--- src/rtl/key_conditioner.sv ---
// Push-button conditioner for the CLOCK1 time-setting keys: per-key synchroniser,
// debounce filter, press/release one-shots and auto-repeat with a long-hold flag.
module key_conditioner #(
  parameter int unsigned N_KEYS           = 2,
  parameter int unsigned DEBOUNCE_CYC     = 1_000_000,
  parameter int unsigned REPEAT_DELAY_CYC = 25_000_000,
  parameter int unsigned REPEAT_RATE_CYC  = 5_000_000
) (
  input  logic              CLK,
  input  logic              RST,
  input  logic [N_KEYS-1:0] KEY,
  output logic [N_KEYS-1:0] PRESSED,
  output logic [N_KEYS-1:0] PULSE,
  output logic [N_KEYS-1:0] RELEASE,
  output logic [N_KEYS-1:0] LONG
);

  localparam int unsigned DW   = $clog2(DEBOUNCE_CYC + 1);
  localparam int unsigned RMAX = (REPEAT_DELAY_CYC > REPEAT_RATE_CYC) ? REPEAT_DELAY_CYC
                                                                      : REPEAT_RATE_CYC;
  localparam int unsigned RW   = $clog2(RMAX + 1);

  localparam logic [DW-1:0] DB_LAST = DW'(DEBOUNCE_CYC - 1);
  localparam logic [RW-1:0] RD_LAST = RW'(REPEAT_DELAY_CYC - 1);
  localparam logic [RW-1:0] RR_LAST = RW'(REPEAT_RATE_CYC - 1);

  typedef enum logic [1:0] {
    IDLE,
    HELD_WAIT,
    REPEAT
  } state_t;

  logic [N_KEYS-1:0] sync1;
  logic [N_KEYS-1:0] sync2;
  logic [N_KEYS-1:0] level;
  logic [N_KEYS-1:0] disagree;
  logic [N_KEYS-1:0] acc_press;
  logic [N_KEYS-1:0] acc_release;
  logic [DW-1:0]     db_cnt [N_KEYS];

  state_t            state      [N_KEYS];
  state_t            state_nx   [N_KEYS];
  logic [RW-1:0]     rpt_cnt    [N_KEYS];
  logic [RW-1:0]     rpt_cnt_nx [N_KEYS];
  logic [N_KEYS-1:0] pulse_nx;
  logic [N_KEYS-1:0] release_nx;
  logic [N_KEYS-1:0] long_nx;

  always_ff @(posedge CLK or negedge RST) begin
    if (!RST) begin
      sync1 <= '1;
      sync2 <= '1;
    end else begin
      sync1 <= KEY;
      sync2 <= sync1;
    end
  end

  // sync2 is active-low and level active-high, so equal bits mean the input disagrees.
  assign disagree = sync2 ~^ level;

  always_comb begin
    acc_press   = '0;
    acc_release = '0;
    for (int unsigned i = 0; i < N_KEYS; i++) begin
      if (disagree[i] && (db_cnt[i] == DB_LAST)) begin
        acc_press[i]   = ~level[i];
        acc_release[i] = level[i];
      end
    end
  end

  always_ff @(posedge CLK or negedge RST) begin
    if (!RST) begin
      level <= '0;
      for (int unsigned i = 0; i < N_KEYS; i++) begin
        db_cnt[i] <= '0;
      end
    end else begin
      for (int unsigned i = 0; i < N_KEYS; i++) begin
        if (!disagree[i]) begin
          db_cnt[i] <= '0;
        end else if (db_cnt[i] == DB_LAST) begin
          level[i]  <= ~level[i];
          db_cnt[i] <= '0;
        end else begin
          db_cnt[i] <= db_cnt[i] + 1'b1;
        end
      end
    end
  end

  // Release is tested before the repeat boundary so a coincident release suppresses the pulse.
  always_comb begin
    pulse_nx   = '0;
    release_nx = '0;
    long_nx    = LONG;
    for (int unsigned i = 0; i < N_KEYS; i++) begin
      state_nx[i]   = state[i];
      rpt_cnt_nx[i] = rpt_cnt[i];
      case (state[i])
        IDLE: begin
          if (acc_press[i]) begin
            pulse_nx[i]   = 1'b1;
            rpt_cnt_nx[i] = '0;
            state_nx[i]   = HELD_WAIT;
          end
        end
        HELD_WAIT: begin
          if (acc_release[i]) begin
            release_nx[i] = 1'b1;
            long_nx[i]    = 1'b0;
            rpt_cnt_nx[i] = '0;
            state_nx[i]   = IDLE;
          end else if (rpt_cnt[i] == RD_LAST) begin
            pulse_nx[i]   = 1'b1;
            long_nx[i]    = 1'b1;
            rpt_cnt_nx[i] = '0;
            state_nx[i]   = REPEAT;
          end else begin
            rpt_cnt_nx[i] = rpt_cnt[i] + 1'b1;
          end
        end
        REPEAT: begin
          if (acc_release[i]) begin
            release_nx[i] = 1'b1;
            long_nx[i]    = 1'b0;
            rpt_cnt_nx[i] = '0;
            state_nx[i]   = IDLE;
          end else if (rpt_cnt[i] == RR_LAST) begin
            pulse_nx[i]   = 1'b1;
            rpt_cnt_nx[i] = '0;
          end else begin
            rpt_cnt_nx[i] = rpt_cnt[i] + 1'b1;
          end
        end
        default: begin
          long_nx[i]    = 1'b0;
          rpt_cnt_nx[i] = '0;
          state_nx[i]   = IDLE;
        end
      endcase
    end
  end

  always_ff @(posedge CLK or negedge RST) begin
    if (!RST) begin
      PULSE   <= '0;
      RELEASE <= '0;
      LONG    <= '0;
      for (int unsigned i = 0; i < N_KEYS; i++) begin
        state[i]   <= IDLE;
        rpt_cnt[i] <= '0;
      end
    end else begin
      PULSE   <= pulse_nx;
      RELEASE <= release_nx;
      LONG    <= long_nx;
      for (int unsigned i = 0; i < N_KEYS; i++) begin
        state[i]   <= state_nx[i];
        rpt_cnt[i] <= rpt_cnt_nx[i];
      end
    end
  end

  assign PRESSED = level;

endmodule

--- config.mk ---
export PLATFORM = sky130hd
export DESIGN_NAME = key_conditioner
export DESIGN_NICKNAME = d
export VERILOG_FILES = /design/src/rtl/key_conditioner.sv
export SDC_FILE = /design/constraint.sdc
export NUM_CORES = 1
export LEC_CHECK = 0
export CORE_MARGIN = 2
export CORE_UTILIZATION = 65
export CTS_CLUSTER_SIZE = 10
export DETAILED_ROUTE_END_ITERATION = 8
export GPL_ROUTABILITY_DRIVEN = 0
export PLACE_DENSITY = 0.82
export SYNTH_ARGS = -nofsm -noshare
export SYNTH_HDL_FRONTEND = slang
export SYNTH_SLANG_ARGS = --single-unit
--- constraint.sdc ---
create_clock -name CLK -period 8.15 [get_ports CLK]
set_input_delay 2.445 -clock CLK [delete_from_list [all_inputs] [get_ports CLK]]
set_output_delay 2.445 -clock CLK [all_outputs]
set_load 0.05 [all_outputs]
==> results of run 1 <==
-- metrics by stage --
stage / area (sq um) / worst slack [ns]
6_report: 6120 / 3.99
5_1_grt: 6120 / 3.94
4_1_cts: 6120 / 3.98
3_5_place_dp: 5910 / 4.39
3_3_place_gp: 5910 / 4.40
2_1_floorplan: 5780 / 5.03
-- per-layer routing --
layer,vias up,share of wire
li1,2303,-
met1,2309,0.44
met2,141,0.50
met3,18,0.047
met4,0,0.016
met5,-,0
-- flip-flops by register name, indices dropped and copies added (netlist names) --
register and count:
LONG 2, PRESSED 2, PULSE 2, RELEASE 2, db_cnt 40, rpt_cnt 50, state 4, sync1 2
sync2 2
-- synthesized netlist by cell type (3+ instances only) --
library cell and number:
nand3b_1 3, xnor2_1 12, dfstp_2 4, nor3_1 15
xor2_1 22, or4_1 8, o31ai_1 10, o41a_1 4
ha_1 12, a31oi_1 6, nor2_1 62, nand4_1 19
a211o_1 9, o311ai_0 12, inv_1 28, o22ai_1 7
or3_1 10, nor2b_1 3, nand2_1 81, and2_1 9
nand3_1 52, o21ai_0 22, a21oi_1 17, clkbuf_1 20
or2_2 6, and3_1 10, and4_1 8, nor4_1 15
dfrtp_1 102, a21o_1 5, nor4b_1 3
-- layout make-up --
type / count / area share
clock inverter: 3 / 0.00757
tap: 108 / 0.0221
inverter: 28 / 0.0172
timing repair buffer: 13 / 0.0200
sequential: 106 / 0.434
clock buffer: 13 / 0.0260
multi-input combinational: 478 / 0.473
-- power breakdown --
part | switching, uW | internal, uW | leakage, uW
clock | 175 | 161 | 0.000100
sequential | 3.35 | 530 | 0.00146
combinational | 15.8 | 4.64 | 0.000925
total | 194 | 695 | 0.00249
-- final timing paths --
check | start | to | slack (ns) | cells past startpoint
min | sync1[0]$_DFF_PN1_ | sync2[0]$_DFF_PN1_ | 0.36 | 0
max reg2reg | db_cnt[6]$_DFF_PN0_ | rpt_cnt[10]$_DFFE_PN0P_ | 4.55 | 6
max in group asynchronous | RST | db_cnt[38]$_DFF_PN0_ | 4.91 | 2
min in group asynchronous | RST | rpt_cnt[14]$_DFFE_PN0P_ | 2.09 | 1
max | PRESSED[0]$_DFFE_PN0N_ | PRESSED[0] | 3.99 | 1
min reg2reg | sync1[0]$_DFF_PN1_ | sync2[0]$_DFF_PN1_ | 0.36 | 0
-- kinds of logic after synthesis --
group,share of synthesized area
buffers and inverters,0.0394
muxes,0.00541
AOI/OAI and AO/OA,0.143
DFF,0.460
and+or+nand+nor,0.274
adders and majority gates,0.0260
xor gates and xnor gates,0.0515
==> PnR_summary.wiki, run 1 <==
{| class="wikitable"
! Metric !! Value
|-
| Status || finished, final reports clean
|-
| Total power || 889 uW
|-
| CTS root buf || clkbuf_8
|-
| Total via count in the routed design || 4,771
|-
| Number of enable flip-flop cells after synthesis || 0
|-
| Number of iterations in the first detailed-routing pass || 5
|-
| Vias per Instance || 6.37
|-
| Clock latency on the worst-skew pair || approximately 0.36 ns
|-
| Number of buffers inserted by port buffering || 11
|-
| Horizontal die dimension || just under 100 um
|-
| Cell Chain, Critical Path || clkdlybuf4s50_1
|-
| Final setup skew || approximately 0.009 ns
|-
| Final Max Tran Viols || 0
|-
| Effective utilization at floorplan || 0.666
|-
| Number of diodes added for antenna fixing || 0
|-
| Setup Viol. Count Final || 0
|-
| Nets || approximately 650
|-
| Detailed-placement wirelength estimate || 8030 um
|-
| Net count after synthesis || 654
|-
| Initial antenna violation count || 0
|-
| Share of the cycle needed by the critical path after routing || 0.510
|-
| Post-route minimum period || 4.16 ns
|-
| Flop and latch count out of synthesis || 106
|-
| Longest Clk Path Bufs || 2
|-
| Delay of the slowest critical-path stage || 0.85 ns
|-
| Biggest area contributors in the synthesized netlist || dfrtp_1, nand2_1, nand3_1
|-
| Total buffers and inverters traversed by the critical path || 1
|-
| Global-route met3 utilization || 0.0429
|-
| First-pass GRT wire length || 20,300 um
|-
| Largest net degree at the start of global routing || 56
|-
| CTS Hold Buffers Added || 0
|-
| Rel. slew slack || 0.225
|-
| Crit path max-delay family || buffers and inverters
|-
| Setup TNS || 0 ns
|-
| Met1 capacity usage during global routing || 0.339
|-
| Max Fanout on Critical Path || 9
|-
| Measured slew at the worst slew-check pin || 1.16 ns
|-
| Max-cap check violation count || 0
|-
| TritonCTS Buffers || 9
|-
| Cell type of the slowest stage on the worst timing path || clkdlybuf4s50_1
|-
| Peak Freq || approximately 0.24 GHz
|-
| Final ANT Viol Nets || 0
|-
| Number of library cell types mapped by synthesis || 60
|-
| Iteration-0 DRC count of the detailed router || about 280
|-
| Leakage power || 0.00249 uW
|-
| Cell area after technology mapping || 5780 sq um
|-
| Core region area || 8680 sq um
|-
| Area Overhead vs Synth || 5.89%
|-
| Total of fill cells in the finished design || 663
|-
| Fraction of layout cells with a size suffix above 1 || 0.0530
|-
| Crit path DAT || 1.71 ns
|-
| Cell area power density || 145 nW/um^2
|-
| TritonCTS clock tree || yes
|-
| Count of instances resized after the clock tree is built || 0
|-
| Clock input transition at the sequential cells of the worst setup and hold paths || 0.10 ns
|-
| Most common cell after layout, fill and taps aside || dfrtp_1
|-
| Async set-reset flop share out of synthesis || 1.00
|-
| Y dimension of the die || 98.3 um
|-
| Post-layout utilization of the core || 0.705
|-
| IR drop worst, VDD || 100 uV
|-
| Synthesized instance count || 638
|-
| Syn avg cell area || roughly 9.1 sq um
|-
| Highest-count cells in the layout ignoring fill and taps || dfrtp_1, nand2_1, nor2_1
|-
| Area occupied by registers || 2660 sq um
|-
| Site Rows || 34
|-
| Post-CTS setup buffer count || 0
|-
| Number of remaining DRC errors || 0
|-
| Layer with the highest usage || met2
|-
| Total grt overflow || 0
|-
| Flip-flop cell with the highest count after synthesis || dfrtp_1
|-
| Routed length per placed instance || around 16 um
|-
| Cell taking the most area after synthesis || dfrtp_1
|-
| Number of instances in the placed design || approximately 730
|-
| Area of the die || 9660 sq um
|-
| DRT Wirelength || 11,900 um
|-
| Overall Global Routing Usage || 0.254
|-
| Non-Filler Instances || 749
|-
| I/O pin total || 12
|-
| Portion of the post-synthesis area used by sequential elements || 0.460
|-
| Clock Sinks || 106
|-
| Start-to-end type of the worst setup path || flip-flop to primary output
|-
| Setup crit end kind || primary output
|-
| Setup repair after global routing missed its margin || false
|-
| Number of global-route vias before repair || between 4,000 and 5,000
|-
| Multi-input gate area in the final layout || 2890 sq um
|-
| Fraction of met2 tracks used by global routing || 0.426
|-
| Total of warnings raised by yosys || 0
|-
| Class of the worst hold path || flip-flop to flip-flop
|-
| Type of origin of the critical path || flip-flop
|-
| Proportion of netlist area held by the largest area contributor || 0.442
|-
| Final Hold Violating Endpoints || 0
|-
| Required time of the critical path || 5.71 ns
|-
| H-tree lvl count || 3
|-
| Hold Slack || ~0.36 ns
|}
Note: power is estimated with default switching activity, not from simulation.
==> inputs of run 2 (changes only) <==
Settings changed: CORE_UTILIZATION 65 to 62, PLACE_DENSITY 0.82 to 0.78.
Clock period 8.15 ns to 4.3 ns, I/O delays scaled along.
==> run 2 against run 1 <==
Clock skew up 0.0090 ns. Sequential cell count did not move. Combinational power up 94%. Clock-buffer cell count decreased by 3. Via count down 2.1%. Hold slack improved by 0.0032 ns. Register-to-register slack got worse by 3.6 ns. Core utilization down 2.6 points. Sequential share of layout area fell by 0.66 points. First-iteration DRC count fell by 8.7%. Worst setup slack got worse by 3.0 ns. Critical endpoint is now rpt_cnt[3]$_DFFE_PN0P_. Largest cell class unchanged. Highest routed layer unchanged.
==> PnR_summary.wiki, run 2 (synthesis results as in run 1) <==
{| class="wikitable"
! Metric !! Value
|-
| Total buffers and inverters traversed by the critical path || 0 (-1)
|-
| CTS Hold Buffers Added || 0 (unchanged)
|-
| CTS root buf || clkbuf_8
|-
| Start-to-end type of the worst setup path || flip-flop to flip-flop
|-
| Overall Global Routing Usage || 0.245 (-0.00855)
|-
| Largest net degree at the start of global routing || 65 (+16%)
|-
| Number of diodes added for antenna fixing || 0 (unchanged)
|-
| Fraction of power consumed by the clock network || 0.432 (+0.055)
|-
| Worst path setup slack after routing || 0.989 ns (-3.00 ns)
|-
| Number of iterations in the first detailed-routing pass || 6 (+1)
|-
| Delay of the slowest critical-path stage || 0.77 ns (-0.08 ns)
|-
| Class of the worst hold path || flip-flop to flip-flop
|-
| Internal power consumption || 1480 uW (+110%)
|-
| DRT Wirelength || 11,500 um (-3.0%)
|-
| Most common cell after layout, fill and taps aside || dfrtp_1
|-
| Count of instances resized after the clock tree is built || 0 (unchanged)
|-
| Final Hold Violating Endpoints || 0 (unchanged)
|-
| Largest register FFs || 50 (unchanged)
|-
| Total of fill cells in the finished design || 718 (+8.3%)
|-
| Longest Clk Path Bufs || 2 (unchanged)
|-
| Rel. slew slack || 0.214 (-0.0110)
|-
| Setup Viol. Count Final || 0 (unchanged)
|-
| Crit path max-delay family || compound AO/OA/AOI/OAI gates
|-
| Crit path DAT || 3.58 ns (+1.87 ns)
|-
| Total via count in the routed design || 4,672 (-2.1%)
|-
| Final Max Tran Viols || 0 (unchanged)
|-
| Layer with the highest usage || met2
|-
| Number of buffers inserted by port buffering || 11 (unchanged)
|-
| Fraction of layout cells with a size suffix above 1 || 0.0576 (+0.00459)
|-
| Cell type of the slowest stage on the worst timing path || o21ai_2
|-
| Final setup skew || 0.0182 ns (+0.00900 ns)
|-
| Max-cap check violation count || 0 (unchanged)
|-
| Measured slew at the worst slew-check pin || 1.18 ns (+0.0165 ns)
|-
| Required time of the critical path || 4.57 ns (-1.14 ns)
|-
| Number of remaining DRC errors || 0 (unchanged)
|-
| Setup repair after global routing missed its margin || false
|-
| Largest registers || rpt_cnt (50), db_cnt (40), state (4)
|-
| Area of the die || 10,100 sq um (+4.6%)
|-
| Highest-count cells in the layout ignoring fill and taps || dfrtp_1, nand2_1, nor2_1
|-
| Number of global-route vias before repair || 4,418 (-0.65%)
|-
| Type of origin of the critical path || flip-flop
|-
| TritonCTS clock tree || yes
|-
| Setup crit end kind || flip-flop
|-
| First-pass GRT wire length || 20,100 um (-0.78%)
|-
| Post-route minimum period || between 3 and 4 ns
|-
| Clock input transition at the sequential cells of the worst setup and hold paths || 0.10 ns (about the same)
|-
| Y dimension of the die || 101 um (+2.3%)
|-
| Effective utilization at floorplan || 0.631 (-0.0345)
|-
| Horizontal die dimension || 101 um (+2.3%)
|-
| Core region area || 9150 sq um (+5.5%)
|-
| Clock latency on the worst-skew pair || 0.37 ns (about the same)
|-
| Minimum setup slack among reg-to-reg paths || 0.99 ns (-3.56 ns)
|-
| Initial antenna violation count || 0 (unchanged)
|-
| Setup TNS || 0 ns (unchanged)
|-
| Net Sw Power || 373 uW (+92%)
|-
| H-tree lvl count || 3 (unchanged)
|-
| Post-CTS setup buffer count || 0 (unchanged)
|-
| Largest Register || rpt_cnt
|-
| Area Overhead vs Synth || 7.51%
|-
| Status || finished, final reports clean
|-
| Routed length per placed instance || 15.3 um (-3.5%)
|-
| Clock Sinks || 106 (unchanged)
|-
| Max Fanout on Critical Path || 24 (+15)
|-
| Cell Chain, Critical Path || or4b_1, or4_1, o41a_1, o21ai_2, o21ai_0, a21o_1
|-
| Leakage power || 0.00253 uW (+1.9%)
|-
| Worst Setup Slack post-DPL || 1.03 ns (-3.36 ns)
|-
| Net Sw Frac || 0.201 (-0.0165)
|-
| Vias per Instance || 6.20 (-2.6%)
|-
| Total grt overflow || 0 (unchanged)
|-
| IR drop worst, VDD || 300 uV (+200%)
|-
| Combinational Power Share || 0.022 (about the same)
|-
| Multi-input gate area in the final layout || 2890 sq um (unchanged)
|-
| Cell area power density || 298 nW/um^2 (+110%)
|-
| Share of the cycle needed by the critical path after routing || 0.770
|-
| Met1 capacity usage during global routing || 0.322 (-0.0167)
|-
| Iteration-0 DRC count of the detailed router || 253 (-8.7%)
|-
| Site Rows || 35 (+2.9%)
|-
| TritonCTS Buffers || 9 (unchanged)
|-
| I/O pin total || 12 (unchanged)
|-
| Area occupied by registers || 2660 sq um (unchanged)
|-
| Detailed-placement wirelength estimate || 7860 um (-2.2%)
|-
| Nets || 653 (+0.15%)
|-
| Global-route met3 utilization || 0.0465 (+0.00351)
|-
| Peak Freq || between 0.3 and 0.4 GHz
|-
| Fraction of met2 tracks used by global routing || 0.420 (-0.00676)
|-
| Final ANT Viol Nets || 0 (unchanged)
|-
| Sequential group share of total power || 0.546 (-0.054)
|}
==> run 2: path summary, 6_finish.rpt <==
check / startpoint / endpoint / cells after the start
worst max-delay path: rpt_cnt[7]$_DFFE_PN0P_ / rpt_cnt[3]$_DFFE_PN0P_ / 6
worst min-delay path: sync1[1]$_DFF_PN1_ / sync2[1]$_DFF_PN1_ / 0
worst max register to register: rpt_cnt[7]$_DFFE_PN0P_ / rpt_cnt[3]$_DFFE_PN0P_ / 6
worst min register to register: sync1[1]$_DFF_PN1_ / sync2[1]$_DFF_PN1_ / 0
max in group asynchronous: RST / sync1[1]$_DFF_PN1_ / 2
min in group asynchronous: RST / rpt_cnt[17]$_DFFE_PN0P_ / 1
==> run 2: power by group through the flow <==
stage	sequential (uW)	clock [uW]	combinational [uW]
CTS	1010	820	42.0
global route	1010	861	47.7
detailed placement	1030	0	42.0
global placement	1030	0	41.0
floorplan	1030	0	14.7
finish	1010	800	39.8
==> run 2: final cells by class <==
type                            instances  area share
Clock buffer                           10      0.0222
Tap cell                              111      0.0224
Clock inverter                          6      0.0222
Inverter                               28      0.0169
Sequential cell                       106       0.428
Multi-Input combinational cell        478       0.466
Timing Repair Buffer                   14      0.0230
==> run 2: per-layer routing <==
layer	vias to the layer above	share of wire	wire, um
met5	-	0	0
met2	80	0.50	5770
met1	2269	0.46	5290
met3	11	0.030	350
li1	2312	-	-
met4	0	0.0099	114
==> run 2: stage by stage <==
stage	area, sq um	hold WS, ns	util	std cells	power, uW
after detailed placement	5940	0.354	0.649	737	1070
final	6210	0.366	0.679	753	1850
after global placement	5940	0.346	0.649	737	1070
after CTS	6210	0.369	0.679	753	1870
after floorplan	5780	0.345	-	638	1040
after global routing	6210	0.373	0.679	753	1920
==> inputs of run 3 (changes only) <==
Settings changed: CORE_UTILIZATION 62 to 56, PLACE_DENSITY 0.78 to 0.75.
Clock period 4.3 ns to 2.76 ns, I/O delays scaled along.
==> run 3 against run 2 <==
First-iteration DRC count rose by 46%. Sequential share of layout area down 1.9 points. Cell area rose by 4.6%. Sequential cell count unchanged. Clock power rose by 34%. Die area grew 10%. Core utilization shrank 4.1 points. Clock-buffer cell count stayed put. Combinational power up 63%. Critical path depth grew 1. Wire length up 7.8%. Critical path type unchanged.
==> PnR_summary.wiki, run 3 (synthesis results as in run 1) <==
{| class="wikitable"
! Metric !! Value
|-
| Status || finished, final reports clean
|-
| Class of the worst hold path || flip-flop to flip-flop
|-
| Largest registers || rpt_cnt (50), db_cnt (40), state (4)
|-
| Number of global-route vias before repair || 4,676 (+5.8%)
|-
| First-pass GRT wire length || 21,500 um (+6.6%)
|-
| Net Sw Power || 590 uW (+58%)
|-
| Post-layout utilization of the core || 0.638 (-0.0405)
|-
| Number of iterations in the first detailed-routing pass || 5 (-1)
|-
| Area Overhead vs Synth || 12.5%
|-
| Non-Filler Instances || 805 (+6.9%)
|-
| Number of remaining DRC errors || 0 (unchanged)
|-
| Largest Register || rpt_cnt
|-
| Overall Global Routing Usage || 0.237 (-0.00850)
|-
| TritonCTS clock tree || yes
|-
| Setup Viol. Count Final || 0 (unchanged)
|-
| DRT Wirelength || 12,400 um (+7.8%)
|-
| I/O pin total || 12 (unchanged)
|-
| Core region area || 10,200 sq um (+11%)
|-
| Measured slew at the worst slew-check pin || 0.882 ns (-0.298 ns)
|-
| Worst path setup slack after routing || 0.0381 ns (-0.951 ns)
|-
| Worst Setup Slack post-DPL || 0.00645 ns (-1.02 ns)
|-
| Clock Sinks || 106 (unchanged)
|-
| Sequential group share of total power || 0.581 (+0.035)
|-
| Final Hold Violating Endpoints || 0 (unchanged)
|-
| Nets || 680 (+4.1%)
|-
| Start-to-end type of the worst setup path || flip-flop to flip-flop
|-
| Leakage power || 0.00272 uW (+7.5%)
|-
| Setup crit end kind || flip-flop
|-
| Initial antenna violation count || 0 (unchanged)
|-
| Highest-count cells in the layout ignoring fill and taps || dfrtp_1, nand2_1, nor2_1
|-
| Effective utilization at floorplan || 0.567 (-0.0640)
|-
| Final Max Tran Viols || 0 (unchanged)
|-
| Post-route design area || 6500 sq um (+4.6%)
|-
| Clock latency on the worst-skew pair || 0.37 ns (about the same)
|-
| Site Rows || 37 (+5.7%)
|-
| Internal power consumption || 2120 uW (+43%)
|-
| Fraction of layout cells with a size suffix above 1 || 0.105 (+0.0470)
|-
| Total of fill cells in the finished design || 816 (+14%)
|-
| Type of origin of the critical path || flip-flop
|-
| Total via count in the routed design || 4,803 (+2.8%)
|-
| Multi-input gate area in the final layout || 2940 sq um (+1.5%)
|-
| Post-route minimum period || 2.72 ns (-0.589 ns)
|-
| H-tree lvl count || 3 (unchanged)
|-
| Standard cell area after detailed placement || 6150 sq um (+3.6%)
|-
| Number of diodes added for antenna fixing || 0 (unchanged)
|-
| Required time of the critical path || 3.02 ns (-1.55 ns)
|-
| Horizontal die dimension || 106 um (+5.0%)
|-
| Max Fanout on Critical Path || 6 (-75%)
|-
| Number of instances in the placed design || 783 (+6.2%)
|-
| Max-cap check violation count || 0 (unchanged)
|-
| Area occupied by registers || 2660 sq um (unchanged)
|-
| Most common cell after layout, fill and taps aside || dfrtp_1
|-
| Final ANT Viol Nets || 0 (unchanged)
|-
| Iteration-0 DRC count of the detailed router || 369 (+46%)
|-
| Cell area power density || 417 nW/um^2 (+40%)
|-
| CTS root buf || clkbuf_8
|-
| IR drop worst, VDD || 471 uV (+57%)
|-
| Total grt overflow || 0 (unchanged)
|-
| Net Sw Frac || 0.218 (+0.0165)
|-
| Y dimension of the die || 106 um (+5.0%)
|-
| Share of the cycle needed by the critical path after routing || 0.986 (+0.216)
|-
| Final setup skew || 0.00742 ns (-0.0108 ns)
|-
| Vias per Instance || 5.97 (-3.8%)
|-
| Detailed-placement wirelength estimate || 8430 um (+7.3%)
|-
| Crit path DAT || 2.99 ns (-0.59 ns)
|-
| Combinational Power Share || 0.024 (+0.002)
|-
| Longest Clk Path Bufs || 2 (unchanged)
|-
| TritonCTS Buffers || 9 (unchanged)
|-
| Routed length per placed instance || 15.4 um (+0.85%)
|-
| Largest net degree at the start of global routing || 49 (-25%)
|-
| CTS Hold Buffers Added || 0 (unchanged)
|-
| Area of the die || 11,100 sq um (+10%)
|-
| Peak Freq || 0.367 GHz (+22%)
|-
| Fraction of power consumed by the clock network || 0.395 (-0.037)
|-
| Setup repair after global routing missed its margin || true
|-
| Rel. slew slack || 0.412 (+0.198)
|-
| Clock input transition at the sequential cells of the worst setup and hold paths || 0.10 ns (about the same)
|-
| Largest register FFs || 50 (unchanged)
|-
| Number of buffers inserted by port buffering || 11 (unchanged)
|}
[run 3: changes by cell type in the layout (fill, tap and decap cells not counted), moves of 2 or more]
cell,delta
buf_12,+2
buf_4,+23
bufinv_16,-2
clkbuf_16,+2
clkinv_2,+2
nor3_1,-3
nor3_2,+3
[run 3: power groups by stage]
stage                     Sequential [uW]  Clock [uW]  Combinational, uW
final                                1570        1070               65.0
after global routing                 1580        1170               76.4
after CTS                            1570        1100               67.7
after detailed placement             1600           0               67.8
after global placement               1600           0               65.3
after floorplan                      1600           0               23.0
[run 3: path summary, 6_finish.rpt]
kind / from / endpoint / slack (ns) / cells past startpoint
worst min register to register: sync1[1]$_DFF_PN1_ / sync2[1]$_DFF_PN1_ / 0.36 / 0
max in group asynchronous: RST / db_cnt[27]$_DFF_PN0_ / 1.64 / 2
worst min-delay path: sync1[1]$_DFF_PN1_ / sync2[1]$_DFF_PN1_ / 0.36 / 0
min in group asynchronous: RST / rpt_cnt[14]$_DFFE_PN0P_ / 0.40 / 1
worst max-delay path: rpt_cnt[10]$_DFFE_PN0P_ / rpt_cnt[4]$_DFFE_PN0P_ / 0.04 / 7
worst max register to register: rpt_cnt[10]$_DFFE_PN0P_ / rpt_cnt[4]$_DFFE_PN0P_ / 0.04 / 7
[run 3: metal layers]
layer  part of all wire  up-vias  GRT usage
met5                  0        -          0
met4             0.0090        0     0.0545
met3              0.038       10     0.0544
met2               0.49       91      0.395
met1               0.46     2335      0.315
li1                   -     2367          -
[run 3: critical path: stages, from the launching register on]
cell and delay [ns]:
dfrtp_1 0.40, or4b_4 0.54, or4_4 0.49, o41a_1 0.41, o21ai_4 0.31, clkbuf_16 0.21
nor2_1 0.04, a211o_1 0.22
[run 3: final cells by class]
type	count	area share
multi-input combinational	478	0.452
sequential	106	0.409
timing repair buffer	41	0.0624
tap	136	0.0262
clock buffer	10	0.0212
inverter	28	0.0162
clock inverter	6	0.0135
[run 3: timing repair]
item,CTS,global route
pin swaps,1,10
setup buffers,0,4
cloned,0,2
setup endpoints to repair,2,21
resized for setup,0,9
[run 3: through the flow]
step                hold WS [ns]  setup TNS (ns)  total power (uW)
floorplan                  0.345               0              1630
finish                     0.362               0              2710
CTS                        0.363               0              2740
global placement           0.346               0              1670
global route               0.366          -0.271              2820
detailed placement         0.349               0              1670
